===== config.mk =====
export PLATFORM = sky130hd
export DESIGN_NAME = muldiv_seq
export DESIGN_NICKNAME = d
export VERILOG_FILES = /design/src/rtl/muldiv_pkg.sv /design/src/rtl/muldiv_signfix.sv /design/src/rtl/muldiv_seq.sv
export SDC_FILE = /design/constraint.sdc
export NUM_CORES = 1
export LEC_CHECK = 0
export CORE_MARGIN = 5
export CORE_UTILIZATION = 54
export DETAILED_ROUTE_END_ITERATION = 16
export MAX_ROUTING_LAYER = met4
export PLACE_DENSITY = 0.84
export REMOVE_ABC_BUFFERS = 1
export SETUP_SLACK_MARGIN = 0.2
export SYNTH_ARGS = -nofsm -noshare
export SYNTH_HDL_FRONTEND = slang
export SYNTH_SLANG_ARGS = --single-unit

===== constraint.sdc =====
create_clock -name clk -period 7.3 [get_ports clk]
set_input_delay 1.095 -clock clk [delete_from_list [all_inputs] [get_ports clk]]
set_output_delay 1.095 -clock clk [all_outputs]
set_load 0.02 [all_outputs]

===== src/rtl/muldiv_pkg.sv =====
// Shared encodings for the multi-cycle MULT/DIV sequencer: op codes, FSM states
// and the shared-ALU opcodes it drives.
package muldiv_pkg;

  typedef enum logic [1:0] {
    OP_MULTU = 2'b00,
    OP_MULT  = 2'b01,
    OP_DIVU  = 2'b10,
    OP_DIV   = 2'b11
  } op_e;

  typedef enum logic [2:0] {
    IDLE = 3'd0,
    PREP = 3'd1,
    ITER = 3'd2,
    FIX  = 3'd3,
    DONE = 3'd4
  } state_e;

  localparam logic [3:0] ALU_ADDU = 4'b0001;
  localparam logic [3:0] ALU_SUBU = 4'b0011;

endpackage


===== src/rtl/muldiv_signfix.sv =====
// Sign handling for muldiv_seq: magnitude of the operands before iterating and
// conditional negation of the raw result afterwards.
module muldiv_signfix #(
  parameter int XLEN = 32
) (
  input  logic            signed_op,
  input  logic [XLEN-1:0] rs,
  input  logic [XLEN-1:0] rt,
  output logic [XLEN-1:0] rs_abs,
  output logic [XLEN-1:0] rt_abs,
  output logic            rs_neg,
  output logic            rt_neg,
  input  logic [XLEN-1:0] hi_in,
  input  logic [XLEN-1:0] lo_in,
  input  logic            neg_wide,
  input  logic            neg_hi,
  input  logic            neg_lo,
  output logic [XLEN-1:0] hi_out,
  output logic [XLEN-1:0] lo_out
);

  localparam int W2 = 2 * XLEN;

  logic [W2-1:0] wide_neg;

  always_comb begin
    rs_neg   = signed_op & rs[XLEN-1];
    rt_neg   = signed_op & rt[XLEN-1];
    rs_abs   = rs_neg ? (~rs + XLEN'(1)) : rs;
    rt_abs   = rt_neg ? (~rt + XLEN'(1)) : rt;
    wide_neg = ~{hi_in, lo_in} + W2'(1);
    // Multiply negates the 64-bit product; divide negates quotient and remainder separately.
    if (neg_wide) begin
      {hi_out, lo_out} = wide_neg;
    end else begin
      hi_out = neg_hi ? (~hi_in + XLEN'(1)) : hi_in;
      lo_out = neg_lo ? (~lo_in + XLEN'(1)) : lo_in;
    end
  end

endmodule


===== src/rtl/muldiv_seq.sv =====
// Multi-cycle MULT/MULTU/DIV/DIVU sequencer with HI/LO, iterating on the shared ALU.
// Define MULDIV_PERF_EN to add the saturating busy-cycle counter output perf_cycles.
module muldiv_seq
  import muldiv_pkg::*;
#(
  parameter int XLEN = 32
) (
  input  logic            clk,
  input  logic            rst,
  input  logic            start,
  input  logic [1:0]      op,
  input  logic [XLEN-1:0] rs_val,
  input  logic [XLEN-1:0] rt_val,
  input  logic            hi_we,
  input  logic            lo_we,
  input  logic [XLEN-1:0] wdata,
  output logic            busy,
  output logic            done,
  output logic [XLEN-1:0] hi,
  output logic [XLEN-1:0] lo,
  output logic [XLEN-1:0] alu_a,
  output logic [XLEN-1:0] alu_b,
  output logic [3:0]      alu_ctrl,
  input  logic [XLEN-1:0] alu_result
`ifdef MULDIV_PERF_EN
  ,
  output logic [31:0]     perf_cycles
`endif
);

  localparam int CW = $clog2(XLEN);

  state_e          state_q, state_d;
  op_e             op_q, op_d;
  logic [XLEN-1:0] rs_q, rs_d;
  logic [XLEN-1:0] rt_q, rt_d;
  logic [XLEN-1:0] opnd_q, opnd_d;
  logic [XLEN-1:0] hi_q, hi_d;
  logic [XLEN-1:0] lo_q, lo_d;
  logic [CW-1:0]   cnt_q, cnt_d;
  logic            rs_neg_q, rs_neg_d;
  logic            res_neg_q, res_neg_d;

  logic [XLEN-1:0] rs_abs, rt_abs, fix_hi, fix_lo;
  logic            rs_neg, rt_neg;
  logic [XLEN-1:0] sh;
  logic            ge, carry;

  muldiv_signfix #(.XLEN(XLEN)) u_signfix (
    .signed_op (op_q[0]),
    .rs        (rs_q),
    .rt        (rt_q),
    .rs_abs    (rs_abs),
    .rt_abs    (rt_abs),
    .rs_neg    (rs_neg),
    .rt_neg    (rt_neg),
    .hi_in     (hi_q),
    .lo_in     (lo_q),
    .neg_wide  ((op_q == OP_MULT) & res_neg_q),
    .neg_hi    ((op_q == OP_DIV) & rs_neg_q),
    .neg_lo    ((op_q == OP_DIV) & res_neg_q),
    .hi_out    (fix_hi),
    .lo_out    (fix_lo)
  );

  assign busy = (state_q == PREP) || (state_q == ITER) || (state_q == FIX);
  assign done = (state_q == DONE);
  assign hi   = hi_q;
  assign lo   = lo_q;

  always_comb begin
    state_d   = state_q;
    op_d      = op_q;
    rs_d      = rs_q;
    rt_d      = rt_q;
    opnd_d    = opnd_q;
    hi_d      = hi_q;
    lo_d      = lo_q;
    cnt_d     = cnt_q;
    rs_neg_d  = rs_neg_q;
    res_neg_d = res_neg_q;
    alu_a     = '0;
    alu_b     = '0;
    alu_ctrl  = ALU_ADDU;
    // The divide remainder is effectively XLEN+1 bits: hi[MSB] set means sh >= divisor.
    sh        = {hi_q[XLEN-2:0], lo_q[XLEN-1]};
    ge        = hi_q[XLEN-1] | (sh >= opnd_q);
    carry     = lo_q[0] & (alu_result < hi_q);

    case (state_q)
      IDLE: begin
        if (start) begin
          op_d    = op_e'(op);
          rs_d    = rs_val;
          rt_d    = rt_val;
          state_d = PREP;
        end else begin
          if (hi_we) hi_d = wdata;
          if (lo_we) lo_d = wdata;
        end
      end
      PREP: begin
        rs_neg_d  = rs_neg;
        res_neg_d = rs_neg ^ rt_neg;
        cnt_d     = '0;
        hi_d      = '0;
        if (op_q[1]) begin
          if (rt_q == '0) begin
            hi_d    = rs_q;
            lo_d    = '1;
            state_d = DONE;
          end else begin
            opnd_d  = rt_abs;
            lo_d    = rs_abs;
            state_d = ITER;
          end
        end else begin
          opnd_d  = rs_abs;
          lo_d    = rt_abs;
          state_d = ITER;
        end
      end
      ITER: begin
        cnt_d = cnt_q + CW'(1);
        if (op_q[1]) begin
          alu_a    = sh;
          alu_b    = opnd_q;
          alu_ctrl = ALU_SUBU;
          hi_d     = ge ? alu_result : sh;
          lo_d     = {lo_q[XLEN-2:0], ge};
        end else begin
          alu_a    = hi_q;
          alu_b    = lo_q[0] ? opnd_q : '0;
          alu_ctrl = ALU_ADDU;
          hi_d     = {carry, alu_result[XLEN-1:1]};
          lo_d     = {alu_result[0], lo_q[XLEN-1:1]};
        end
        if (cnt_q == CW'(XLEN - 1)) state_d = FIX;
      end
      FIX: begin
        hi_d    = fix_hi;
        lo_d    = fix_lo;
        state_d = DONE;
      end
      DONE:    state_d = IDLE;
      default: state_d = IDLE;
    endcase
  end

  always_ff @(posedge clk or posedge rst) begin
    if (rst) begin
      state_q   <= IDLE;
      op_q      <= OP_MULTU;
      rs_q      <= '0;
      rt_q      <= '0;
      opnd_q    <= '0;
      hi_q      <= '0;
      lo_q      <= '0;
      cnt_q     <= '0;
      rs_neg_q  <= 1'b0;
      res_neg_q <= 1'b0;
    end else begin
      state_q   <= state_d;
      op_q      <= op_d;
      rs_q      <= rs_d;
      rt_q      <= rt_d;
      opnd_q    <= opnd_d;
      hi_q      <= hi_d;
      lo_q      <= lo_d;
      cnt_q     <= cnt_d;
      rs_neg_q  <= rs_neg_d;
      res_neg_q <= res_neg_d;
    end
  end

`ifdef MULDIV_PERF_EN
  logic [31:0] perf_q, perf_d;

  always_comb begin
    perf_d = perf_q;
    if (busy && (perf_q != '1)) perf_d = perf_q + 32'd1;
  end

  always_ff @(posedge clk or posedge rst) begin
    if (rst) perf_q <= '0;
    else     perf_q <= perf_d;
  end

  assign perf_cycles = perf_q;
`endif

endmodule


# Word-level counts from Yosys, hierarchy flattened
# Index checks and enable logic that the tools add are counted.
# Widths: inputs -> output; s select.
word_totals:
  ff_bits: 172
  output_inout_bits: 134
  elab_cells: 91
classes:
  addsub: 6
  magnitude_cmp: 2
  eq_ne: 15
  n_mux: 34
  n_bitwise: 13
  reduce_logical: 11
op_table:
  columns: ["cell", "count"]
  rows:
  - ["$mux 32", 24]
  - ["$pmux 32 s4", 2]
  - ["$add 32x1->32 const B", 4]
  - ["$not 32->32", 4]
  - ["$add 64x1->64 const B", 1]
  - ["$not 64->64", 1]
  - ["$ge 32x32->1", 1]
  - ["$logic_not 32->1", 1]
  - ["$lt 32x32->1", 1]
  - ["$mux 3", 4]
  - ["$pmux 3 s4", 1]
  - ["$ne 2x2->1 const B", 5]
  - ["$pmux 5 s2", 1]
  - ["$reduce_and 4->1", 2]
  - ["$and 1x1->1", 6]
  - ["$eq 3x2->1 const B", 2]
  - ["$ne 3x1->1 const B", 2]
  - ["$reduce_and 2->1", 3]
  - ["$add 5x1->5 const B", 1]
  - ["$eq 5x5->1 const B", 1]
  - ["$mux 2", 2]
  - ["$reduce_bool 4->1", 1]
  - ["$eq 3x1->1 const B", 1]
  - ["$eq 3x3->1 const B", 1]
  - ["other kinds (8)", 9]

# Depth between registers and ports, before layout
# Gate-level depths: netlist (run 1).
logic_depth:
  ltp_word: 6
  depth_mapped: 13
  ltp_nobuf: 10

# By module
# A second synthesis (run 1) with hierarchy kept.
hier_totals:
  hier_cells: 1775
  area_unflattened_um2: 15072.0
modules_own_cells:
  columns: ["mod", "instances", "cells_each", "area_each_um2"]
  rows:
  - ["muldiv_seq", 1, 1311, 12024.0]
  - ["muldiv_signfix", 1, 464, 3047.9]

# Worst setup path after synthesis (run 1)
# No wires, ideal clock.
synth_timing:
  kind: "reg-to-reg"
  start: "register lo_q[31], in the netlist lo[31]"
  end: "register hi_q[31], in the netlist hi[31]"
  setup_ns: 0.136
  arrival_ns: 3.162
  required_time_ns: 7.164
  path_slack_ns: 4.002
  path_stages_with_launch: 12
  synth_period_minus_slack_ns: 3.298
  path_cell_list: "dfrtp_1 -> inv_1 -> ha_1 -> nand2b_1 -> a2111o_1 -> a311o_1 -> o21a_1 -> clkbuf_1 -> nor2_1 -> mux2_2 -> a211oi_1 -> a311oi_1"
synth_via:
  elab_chain_len: 5
synth_rtl:
  columns: ["element", "line_no", "source"]
  rows:
  - ["from (decl)", "muldiv_seq.sv:39", "logic [XLEN-1:0] lo_q, lo_d;"]
  - ["from (signal assigned)", "muldiv_seq.sv:169", "lo_q <= lo_d;"]
  - ["$ge 32x32->1", "muldiv_seq.sv:87", "ge = hi_q[XLEN-1] | (sh >= opnd_q);"]
  - ["$or 1x1->1", "muldiv_seq.sv:87", null]
  - ["$mux 32", "muldiv_seq.sv:129", "hi_d = ge ? alu_result : sh;"]
  - ["$mux 32", "muldiv_seq.sv:125", "if (op_q[1]) begin"]
  - ["$pmux 32 s4 *", "muldiv_seq.sv:90", "case (state_q)"]
  - ["to (signal assigned)", "muldiv_seq.sv:168", "hi_q <= hi_d;"]
  - ["to (decl)", "muldiv_seq.sv:38", "logic [XLEN-1:0] hi_q, hi_d;"]
# Every way passes the cells marked *; elsewhere a longest branch is shown, timed or not.
# A chain may end at the register's enable or synchronous reset.

# Final worst setup path (run 1)
layout_timing:
  start: "register state_q[2]"
  end: "output alu_ctrl[1]"
layout_via:
  elab_chain_len: 2
layout_rtl:
  columns: ["element", "line_no", "source"]
  rows:
  - ["from (decl)", "muldiv_seq.sv:33", "state_e state_q, state_d;"]
  - ["from (signal assigned)", "muldiv_seq.sv:163", "state_q <= state_d;"]
  - ["$eq 3x2->1", "muldiv_seq.sv:90", null]
  - ["$mux 2", "muldiv_seq.sv:90", null]
  - ["to (decl)", "muldiv_seq.sv:23", "output logic [3:0] alu_ctrl,"]
# No other way between the ends.

==> results by group, run 1 <==
Run status
  • Status: finished clean

Clocking
  • Clk buf depth: 2
  • Worst-Skew Late Latency: around 0.44 ns
  • Root Driver: clkbuf_16
  • Clock slew at reported path FFs: around 0.06 ns
  • CTS Buf Count: 17
  • Resized cells post-CTS: 0
  • CTS Hold Buffers Added: 0
  • # clock sinks: approximately 170
  • Post-CTS setup buffer count: 0
  • CTS tree: yes
  • Htree depth: 4

Power and ir drop
  • Comb power frac: 0.628
  • VDD IR max: 361 uV
  • Internal Power: 4.29 mW
  • P per Cell Area: approximately 520 mW/mm2
  • Flop pwr share: 0.265
  • Leakage power: ~7.2 nW
  • Sw Share: 0.526
  • NetSw: roughly 4.8 mW
  • Clock network power share: 0.107
  • Final Power: about 9.0 mW

STA
  • Relative slew slack: 0.185
  • RSZ-0062 raised after global routing: false
  • Worst Skew: about 0.012 ns
  • Max-slew violations: 0
  • Fin crit period: about 4.3 ns
  • Final Hold Viols: 0
  • Tcrit/Tclk final: 0.582
  • Endpoints failing setup: 0
  • Slew @ Worst Pin: 1.22 ns
  • Fin worst setup slack: roughly 3.0 ns
  • Achievable Freq: between 0.2 and 0.25 GHz
  • TNS Setup: 0 ns

Cells and area
  • Area taken by multi-input logic gates: between 0.009 and 0.01 mm2
  • Filler cell count: ~2200
  • Register area: 0.00431 mm2
  • Most frequent cells in the layout: clkdlybuf4s50_1 (265), o21ai_0 (201), nand2_1 (183)
  • Final net count: 2151
  • Most common cell after layout, fill and taps aside: clkdlybuf4s50_1
  • Layout cells sized above 1: 0.0802
  • Synthesis-to-layout area growth: 23.4%

Global routing
  • First-pass GRT wire length: between 80 and 90 mm
  • Antenna violations before repair: 1
  • All-Layer GR Usage: 0.370
  • Largest net degree at the start of global routing: 142
  • Vias in the first global route: between 10000 and 15000
  • Grt ovf: 0

Setup path
  • Required time of the critical path: ~6.2 ns
  • CP max FO: between 50 and 60
  • Setup crit start: state_q[2]
  • Worst EP arrival: ~3.2 ns
  • Cell mode on critical path: nor2_1
  • Critical setup path kind: flip-flop to output pin
  • Endpoint class of the critical path: output pin
  • CP Launch Type: flip-flop
  • Worst path slowest cell: clkdlybuf4s50_1
  • Worst r2r src: lo[31]
  • Bufs and invs on worst path: 2
  • Max stage delay on crit path: 0.68 ns
  • CP cell instances: nor2_1, nand2_4, buf_4, nor2_1, clkdlybuf4s50_1
  • Top cell family by delay on the critical path: buffers and inverters

Floorplan
  • Std cell rows: 59
  • CORE AREA: between 0.02 and 0.03 mm2
  • Initial core utilization: 0.547
  • # IOs: approximately 270
  • Die height: roughly 170 um
  • Die area: approximately 0.03 mm2
  • Die W: 172 um

Detailed routing
  • Initial DRC Count: roughly 2000
  • Via count: between 15000 and 20000
  • DRT antenna net count: 0
  • DRC: 0
  • DRT Wirelength: 54.8 mm
  • Vias per cell: 6.60
  • WL per Instance: 23.9 um
  • Drt pass-1 iters: 7

Place
  • GP Congestion: 1.00
  • Pre-CTS WS: ~3.4 ns
  • Final HPWL DP: ~40 mm
  • Input/output buffers: roughly 270

Synth
  • Post-synth top area share: 0.303
  • Synthesized instance count: 1780
  • Seq/Total Area, Yosys: 0.303
  • Yosys warns: 0
  • Main synth FF type: dfrtp_1
  • Synth cell types: just over 80
  • Async S/R FF share, synth: 1.00
  • Post-synthesis register bit count: 172
  • Cell Area, Synth: 0.0142 mm2
  • Post-synth EDFFs: 0
  • Cell taking the most area after synthesis: dfrtp_1
  • Mean Syn Cell Area: 7.99 um2
  • Synth area leaders: dfrtp_1 (30%), o21ai_0 (7.1%), ha_1 (6.1%)

Hold path
  • Hold WC Path Type: flip-flop to flip-flop
  • Worst hold start: opnd_q[22]

Flow run
  • Max capacitance violation total: 0
[power groups by stage]
stage	clock, mW	combinational (mW)	sequential, mW
after floorplan	0	3.43	2.32
after global placement	0	5.40	2.34
after detailed placement	0	5.54	2.36
after CTS	0.966	5.56	2.34
after global routing	1.00	6.12	2.46
final	0.969	5.68	2.39
[worst min-delay path: cells and delay by family, from the launching register on]
| family | cells | cell delay (ns) |
|---|---|---|
| DFF | 1 | 0.34 |
| and+or+nand+nor | 2 | 0.10 |
[stage by stage]
| stage | std cells | cell area, um2 | utilization | hold slack, ns |
|---|---|---|---|---|
| floorplan | 1642 | 13600 | - | 0.439 |
| global route | 2294 | 17500 | 0.675 | 0.494 |
| detailed placement | 2263 | 16900 | 0.652 | 0.456 |
| CTS | 2293 | 17500 | 0.675 | 0.470 |
| finish | 2294 | 17500 | 0.675 | 0.471 |
| global placement | 2263 | 16900 | 0.652 | 0.449 |
[path summary, 6_finish.rpt]
path,end,slack (ns),depth (start not counted)
worst max-delay path,alu_ctrl[1],3.05,5
worst min-delay path,opnd_q[22],0.47,2
worst max register to register,hi[31],3.27,10
worst min register to register,opnd_q[22],0.47,2
max in group asynchronous,op_q[1],4.94,3
min in group asynchronous,op_q[0],1.13,2
[Yosys cell counts, types with 16 or more instances]
cell and number:
xnor2_1 42, a21oi_1 118, a21o_1 16, nand2_1 184, inv_1 94, xor2_1 23
mux2i_1 75, o21ai_0 201, nor3_1 73, buf_1 17, nor4_1 22, a211oi_1 17
a31oi_1 19, nand3_1 46, ha_1 69, mux2_2 62, clkbuf_1 111, nor2_1 137
dfrtp_1 172
[area by class of cell]
class / count / area share
Timing Repair Buffer: 286 / 0.161
Inverter: 94 / 0.0204
Clock inverter: 12 / 0.00927
Tap cell: 335 / 0.0239
Clock buffer: 18 / 0.0250
Antenna cell: 1 / 0.000143
Multi-Input combinational cell: 1376 / 0.515
Sequential cell: 172 / 0.246
[state kept, by name (all words and copies together), names as in the netlist]
name / count
res_neg_q: 1
rs_neg_q: 1
cnt_q: 5
lo: 32
rt_q: 32
opnd_q: 32
rs_q: 32
op_q: 2
state_q: 3
hi: 32
[logic make-up after synthesis]
group	after synthesis	share of synthesized area
AND/OR/NAND/NOR	560	0.187
AO/OA/AOI/OAI	542	0.241
buffers and inverters	233	0.0659
flip-flops	172	0.303
multiplexers	137	0.102
adder cells (fa/ha/maj)	69	0.0607
XOR/XNOR	65	0.0400
other	2	0.000528
[metal layers]
| metal | share of wire | vias to the layer above | track usage |
|---|---|---|---|
| met4 | 0.038 | 0 | 0.149 |
| met3 | 0.12 | 158 | 0.0919 |
| met1 | 0.39 | 7217 | 0.491 |
| met2 | 0.45 | 940 | 0.546 |
| met5 | 0 | - | - |
| li1 | - | 6821 | - |
Note: power is estimated with default switching activity, not from simulation.
==> run 2: changes to the inputs <==
--- a/config.mk
+++ b/config.mk
@@ -6,10 +6,10 @@
 export NUM_CORES = 1
 export LEC_CHECK = 0
 export CORE_MARGIN = 5
-export CORE_UTILIZATION = 54
+export CORE_UTILIZATION = 49
 export DETAILED_ROUTE_END_ITERATION = 16
 export MAX_ROUTING_LAYER = met4
-export PLACE_DENSITY = 0.84
+export PLACE_DENSITY = 0.81
 export REMOVE_ABC_BUFFERS = 1
 export SETUP_SLACK_MARGIN = 0.2
 export SYNTH_ARGS = -nofsm -noshare
==> constraint.sdc (replaced) <==
create_clock -name clk -period 3.85 [get_ports clk]
set_input_delay 0.5775 -clock clk [delete_from_list [all_inputs] [get_ports clk]]
set_output_delay 0.5775 -clock clk [all_outputs]
set_load 0.02 [all_outputs]
==> run 2 against run 1 <==
Against the previous run:
- clock-buffer cell count fell by 1
- register-to-register slack got worse by 2.7 ns
- clock skew up 0.0070 ns
- combinational power up 100%
- power up 94%
- global-route usage decreased by 3.1 points
- setup slack lost 2.6 ns
- hold slack better by 0.018 ns
- first-iteration DRC count is 6.5% higher
- cell count up 3.8%
==> results by group, run 2 (same netlist as run 1, synthesis figures left out) <==
Detailed routing
  • DRT Wirelength: roughly 56 mm
  • Drt pass-1 iters: 8
  • DRT antenna net count: 0
  • Via count: between 15000 and 20000
  • WL per Instance: ~24 um
  • DRC: 0
  • Initial DRC Count: 2161
  • Vias per cell: about 6.5

Floorplan
  • Die height: roughly 180 um
  • Die W: between 150 and 200 um
  • Std cell rows: 62
  • # IOs: about 270
  • Die area: ~0.033 mm2
  • CORE AREA: ~0.029 mm2
  • Initial core utilization: 0.495

Cells and area
  • Synthesis-to-layout area growth: 26.0%
  • Most common cell after layout, fill and taps aside: clkdlybuf4s50_1
  • Final net count: roughly 2200
  • Most frequent cells in the layout: clkdlybuf4s50_1 (265), o21ai_0 (201), nand2_1 (183)
  • Filler cell count: around 2500
  • Layout cells sized above 1: 0.0962
  • Final std cells w/o fill: approximately 2400
  • Util after Layout: 0.624

STA
  • Fin worst setup slack: approximately 0.42 ns
  • Max-slew violations: 0
  • Fin crit period: roughly 3.4 ns
  • Achievable Freq: 0.292 GHz
  • Slew @ Worst Pin: about 1.1 ns
  • RSZ-0062 raised after global routing: false
  • Endpoints failing setup: 0
  • WHS: between 0.4 and 0.5 ns
  • Worst Skew: ~0.019 ns
  • Tcrit/Tclk final: 0.891
  • Final Hold Viols: 0
  • Relative slew slack: 0.235

Power and ir drop
  • Leakage power: ~7.4 nW
  • VDD IR max: around 500 uV
  • P per Cell Area: between 900 and 1000 mW/mm2

Flow run
  • Max capacitance violation total: 0

Setup path
  • Critical setup path kind: flip-flop to output pin
  • Endpoint class of the critical path: output pin
  • CP Launch Type: flip-flop
  • R2R depth: 9
  • Required time of the critical path: 3.27 ns
  • CP max FO: 37
  • Worst EP arrival: ~2.9 ns

Clocking
  • Post-CTS setup buffer count: 0
  • Htree depth: 4
  • CTS tree: yes
  • Clk buf depth: 2
  • CTS Hold Buffers Added: 0
  • Worst-Skew Late Latency: roughly 0.45 ns
  • Clock slew at reported path FFs: 0.08 ns
  • CTS Buf Count: 17
  • # clock sinks: around 170
  • Root Driver: clkbuf_16
  • Resized cells post-CTS: 0

Global routing
  • Grt ovf: 0
  • Largest net degree at the start of global routing: 75
  • Antenna violations before repair: 1
  • First-pass GRT wire length: 85.8 mm
  • All-Layer GR Usage: 0.339
  • Vias in the first global route: between 10000 and 15000

Place
  • GP Congestion: a little under 1
  • Final HPWL DP: 41.2 mm
  • DP Cell Count: 2348
  • Input/output buffers: ~270
  • Pre-CTS WS: around 0.67 ns

Hold path
  • Hold WC Path Type: flip-flop to flip-flop
  • Hold path depth: 2

Run status
  • Status: finished clean
==> run 2: layout make-up <==
type                            count  area [um2]  share of cell area
Antenna cell                        1        2.50            0.000140
Multi-Input combinational cell   1376        9020               0.503
Inverter                           94         358              0.0200
Tap cell                          384         480              0.0268
Sequential cell                   172        4310               0.240
Clock buffer                       17         425              0.0237
Clock inverter                     15         170             0.00950
Timing Repair Buffer              322        3160               0.176
==> run 2: metrics by stage <==
| step | instance area [um2] | TNS (ns) | total power [mW] |
|---|---|---|---|
| after floorplan | 13600 | -876.02 | 10.9 |
| after global placement | 17300 | 0 | 15.1 |
| after detailed placement | 17300 | 0 | 15.4 |
| after CTS | 17900 | 0 | 17.3 |
| after global routing | 17900 | 0 | 18.6 |
| final | 17900 | 0 | 17.6 |
==> run 2: final timing paths <==
path                             from         to  slack [ns]
setup / recovery           state_q[2]  alu_b[23]        0.42
max in group asynchronous         rst     hi[24]        2.36
setup reg to reg             rt_q[27]      lo[8]        0.55
hold reg to reg             opnd_q[2]  opnd_q[2]        0.49
min in group asynchronous         rst     lo[25]        0.60
hold / removal              opnd_q[2]  opnd_q[2]        0.49
==> run 2: worst max-delay path, stage by stage, from the launching register on <==
cell	delay (ns)
dfrtp_1	0.53
nor2_1	0.27
nand2_4	0.35
buf_4	0.36
nor3_1	0.20
clkdlybuf4s50_1	0.69
==> run 2: power by group <==
group          switching, mW  internal (mW)  leakage, nW
combinational           6.82           4.61         5.04
clock                  0.896          0.931        0.294
sequential              1.61           2.72         2.07
total                   9.33           8.26         7.40
==> run 2: layer usage <==
| metal | GRT usage | vias to the layer above | share of wire |
|---|---|---|---|
| met5 | - | - | 0 |
| met4 | 0.134 | 0 | 0.040 |
| met3 | 0.0602 | 160 | 0.11 |
| met2 | 0.510 | 1008 | 0.45 |
| met1 | 0.457 | 7343 | 0.41 |
| li1 | - | 6895 | - |
